==> src/rtl/reg_file_2r1w.sv <==
// Two-read, one-write register file with byte-lane write strobes, registered read ports,
// same-address write/read bypass, out-of-range detection and exported low registers.
module reg_file_2r1w #(
    parameter int WIDTH      = 8,
    parameter int DEPTH      = 16,
    parameter int AW         = 4,
    parameter int NUM_EXPORT = 4,
    parameter bit BYPASS     = 1'b1
) (
    input  logic                        CLK,
    input  logic                        RST,
    input  logic                        WrEn,
    input  logic [AW-1:0]               WrAddr,
    input  logic [WIDTH-1:0]            WrData,
    input  logic [WIDTH/8-1:0]          WrMask,
    input  logic                        RdEnA,
    input  logic [AW-1:0]               RdAddrA,
    input  logic                        RdEnB,
    input  logic [AW-1:0]               RdAddrB,
    output logic [WIDTH-1:0]            RdDataA,
    output logic [WIDTH-1:0]            RdDataB,
    output logic                        RdValidA,
    output logic                        RdValidB,
    output logic                        AddrErr,
    output logic [NUM_EXPORT*WIDTH-1:0] REGS_OUT
);

    localparam int LANES = WIDTH / 8;
    // One extra bit so DEPTH == 2**AW is still representable.
    localparam logic [AW:0] DEPTH_LIM = DEPTH[AW:0];

    logic [WIDTH-1:0] regs [DEPTH];

    logic             wr_oor;
    logic             wr_hit;
    logic             wr_err;
    logic [WIDTH-1:0] wr_merged;

    logic             rd_oor_a;
    logic             rd_oor_b;
    logic             rd_err_a;
    logic             rd_err_b;
    logic [WIDTH-1:0] rd_next_a;
    logic [WIDTH-1:0] rd_next_b;

    function automatic logic [WIDTH-1:0] merge_lanes(
        input logic [WIDTH-1:0] old_val,
        input logic [WIDTH-1:0] new_val,
        input logic [LANES-1:0] mask
    );
        logic [WIDTH-1:0] result;
        result = old_val;
        for (int i = 0; i < LANES; i++) begin
            if (mask[i]) begin
                result[8*i +: 8] = new_val[8*i +: 8];
            end
        end
        return result;
    endfunction

    assign wr_oor    = ({1'b0, WrAddr} >= DEPTH_LIM);
    assign wr_hit    = WrEn && !wr_oor;
    assign wr_err    = WrEn && wr_oor;
    assign wr_merged = merge_lanes(regs[WrAddr], WrData, WrMask);

    assign rd_oor_a  = ({1'b0, RdAddrA} >= DEPTH_LIM);
    assign rd_oor_b  = ({1'b0, RdAddrB} >= DEPTH_LIM);
    assign rd_err_a  = RdEnA && rd_oor_a;
    assign rd_err_b  = RdEnB && rd_oor_b;

    // Out-of-range reads return zero; a colliding in-range write is forwarded only with BYPASS.
    always_comb begin
        rd_next_a = '0;
        if (!rd_oor_a) begin
            if (BYPASS && wr_hit && (RdAddrA == WrAddr)) begin
                rd_next_a = wr_merged;
            end else begin
                rd_next_a = regs[RdAddrA];
            end
        end
    end

    always_comb begin
        rd_next_b = '0;
        if (!rd_oor_b) begin
            if (BYPASS && wr_hit && (RdAddrB == WrAddr)) begin
                rd_next_b = wr_merged;
            end else begin
                rd_next_b = regs[RdAddrB];
            end
        end
    end

    always_ff @(posedge CLK) begin
        if (RST) begin
            for (int i = 0; i < DEPTH; i++) begin
                regs[i] <= '0;
            end
            RdDataA  <= '0;
            RdDataB  <= '0;
            RdValidA <= 1'b0;
            RdValidB <= 1'b0;
            AddrErr  <= 1'b0;
        end else begin
            if (wr_hit) begin
                regs[WrAddr] <= wr_merged;
            end
            if (RdEnA) begin
                RdDataA <= rd_next_a;
            end
            if (RdEnB) begin
                RdDataB <= rd_next_b;
            end
            RdValidA <= RdEnA;
            RdValidB <= RdEnB;
            AddrErr  <= wr_err || rd_err_a || rd_err_b;
        end
    end

    for (genvar k = 0; k < NUM_EXPORT; k++) begin : g_export
        assign REGS_OUT[k*WIDTH +: WIDTH] = regs[k];
    end

endmodule

==> config.mk <==
export PLATFORM = sky130hd
export DESIGN_NAME = reg_file_2r1w
export DESIGN_NICKNAME = d
export VERILOG_FILES = /design/src/rtl/reg_file_2r1w.sv
export SDC_FILE = /design/constraint.sdc
export NUM_CORES = 1
export LEC_CHECK = 0
export ABC_AREA = 1
export CAP_MARGIN = 5
export CORE_UTILIZATION = 32
export DETAILED_ROUTE_END_ITERATION = 16
export GPL_ROUTABILITY_DRIVEN = 0
export GPL_TIMING_DRIVEN = 0
export PLACE_DENSITY = 0.5
export SYNTH_ARGS = -nofsm -noshare
export SYNTH_HDL_FRONTEND = slang
export SYNTH_SLANG_ARGS = --single-unit
==> constraint.sdc <==
create_clock -name CLK -period 2.6 [get_ports CLK]
set_clock_uncertainty 0.2 [all_clocks]
set_input_delay 0.52 -clock CLK [delete_from_list [all_inputs] [get_ports CLK]]
set_output_delay 0.52 -clock CLK [all_outputs]
set_load 0.02 [all_outputs]
==> out/results.ini <==
[sta]
period_share_pct = 97.6
finalSetupViolCount = 0
relSlewSlack_pct = 34.2
report.final.hold_viol_count = 0
min_period_ns = 2.54
final-max-slew-violation-count = 0
timing.fmax_mhz = 394
worstMarginPinSlew_ns = 0.987
fin_ws_ns = 0.0621
finalSetupTns_ns = 0
rsz0062_at_grt = no

[clock_network]
cts_buffers = 17
clkTransAtPathRegs_ns = 0.07
cts_max_level = 4
cts_tree = yes
cts_root_buf = clkbuf_16
clock_sinks = 146
clock_latency_ns = 0.45
cts_max_path_buffers = 2
cts.hold.buffers_added = 0

[run_status]
outcome = finished, final reports clean

[synthesis]
synth_xor_area_share_pct = 0.181
syn_area_um2 = 9660
syn_area_per_cell_um2 = 7.08
synthSimpleGateAreaFrac_pct = 36.3
netlist_top_cells_area = edfxtp_1 (40%), nand2_1 (17%), nor2_1 (9.6%)
ys_seq_area_share_pct = 43.5
synth_cell_types = 29
ys_ff_latch = 146
yosys_warnings = 0
synth_commonest_cells = nand2_1 (450), nor2_1 (246), nand3_1 (130)
synth_top_area_share_pct = 39.8
synth_top_area_cell = edfxtp_1
synth_compound_area_share_pct = 10.5
synth_top_family_by_area = simple AND/OR/NAND/NOR gates
async_reset_ff_share_pct = 0
synthAdderAreaFrac_pct = 0
synth_most_common_cell = nand2_1
synth_edf_count = 128
netlist_instances = 1363
synth_ff_type = edfxtp_1
synth_mux_area_share_pct = 0
syn-num-nets = 1389

[cells_and_area]
nets = 1479
antennaDiodeCount = 0
final_layout_size_suffix_gt1_share_pct = 9.22
nFillCells = 3193
fin_cells = 1855
syn_to_final_growth_pct = 19.5
design_area_um2 = 11500

[die]
die_x_um = 176
die_y_um = 176
design.die.area_um2 = 30900
core_um2 = 29600
io_pins = 77
start_util_pct = 32.6
std_cell_rows = 63

[power_and_ir_drop]
power_mw = 6.31
peakVddDrop_v = 0.000441
power_density_nw_per_um2 = 546
power.leakage_nw = 5.04

[grt]
grt_usage_pct = 28.6
antenna_found_initial = 0
grt_overflow = 0
grt_pass1_wl_mm = 62.6
grt_pass1_vias = 9316
grt_max_degree = 17

[setup_path]
worstSetupStartpointType = input port
critPathKind = in -> reg
worstPathArrival_ns = 2.67
crit_fanout = 10
cpMaxStageDelayCell = clkdlybuf4s50_1
crit_top_cell = nand3_1
cp_data_required_time_ns = 2.73
crit_path_end_kind = register
crit_path_cell_trace = clkdlybuf4s50_1 > inv_2 > clkbuf_1 > nand2_1 > nand3_1 > nand3_1 > nand3_1 > nand2_1 > a21oi_1 > a21oi_1
cp_slowest_stage_delay_ns = 0.52

[placed_design]
io_buffers = 67
dpl_cell_area_um2 = 10800
hpwl_mm = 32.5
placed_cells = 1820
place_ws_ns = -1.13

[min_path]
hp-class = in -> reg

[routing]
vias = 10100
viasPerCell = 5.46
drcViolationCount = 0
initialDrtViolationCount = 1582
wl_per_cell_um = 23.6
drt-pass1-iter-count = 6
ant_nets = 0
routed_wl_mm = 43.7

[job]
drv_cap = 0

layout by cell type (no fill, tap or decap), types with 11 or more instances in the layout:
cell and instances:
a21oi_1 35, buf_2 41, clkbuf_1 22, clkbuf_16 18, clkdlybuf4s50_1 64, dfxtp_1 18
edfxtp_1 128, inv_1 110, nand2_1 449, nand2_2 11, nand3_1 130, nor2_1 235
o211ai_1 82, o21ai_0 37
critical path, delay by kind of cell:
family / cells / cell delay, ns
compound gates: 2 / 0.23
simple gates: 5 / 0.63
buf+inv: 3 / 1.30
sequential cells by signal, summed over array words and instances (netlist names):
signal / count
RdDataA: 8
RdValidB: 1
RdDataB: 8
regs: 128
RdValidA: 1
final timing paths:
check	slack [ns]	cells after the start	startpoint	end
min reg2reg	0.35	2	RdDataB[5]	RdDataB[5]
max	0.06	10	RdAddrA[0]	RdDataA[0]
min	0.19	2	RST	RdValidA
max reg2reg	0.37	11	regs[15][1]	regs[4][1]
layer usage:
| metal | global-route usage [%] | routed length, µm |
|---|---|---|
| met3 | 6.80 | 4850 |
| met4 | 13.5 | 2160 |
| met5 | 0 | 0 |
| met1 | 39.3 | 18600 |
| met2 | 41.9 | 18100 |
timing repair:
item | 4_1_cts | 5_1_grt
pin swaps | 8 | 2
buffers inserted | 3 | 0
gates cloned | 0 | 1
endpoints found under the setup margin | 258 | 177
gates resized for setup | 39 | 8
power by group:
group / internal [mW] / total, mW / switching [mW]
Combinational: 0.411 / 1.36 / 0.951
Clock: 1.20 / 2.19 / 0.994
Sequential: 2.65 / 2.75 / 0.0987
Total: 4.26 / 6.31 / 2.04
layout make-up:
type	instances	area, µm²	area share [%]
multi-input cells	1017	4650	40.3
flip-flops and latches	146	4200	36.4
repair buffers	71	726	6.29
plain buffers	84	533	4.62
well taps	390	488	4.23
clock buffers	20	437	3.78
inverters	116	437	3.78
clock inverters	11	67.6	0.585
metrics by stage:
step,utilization (%),hold WS (ns)
after floorplan,-,0.393
after global placement,36.5,0.321
after detailed placement,36.5,0.322
after CTS,38.8,0.171
after global routing,38.9,0.202
final,38.9,0.187
cells by family after synthesis:
group,count (synthesis)
AO/OA/AOI/OAI,160
flip-flops,146
other,1
XOR/XNOR,2
AND/OR/NAND/NOR,854
buffers and inverters,200
Power figures use the tool's default switching activity.
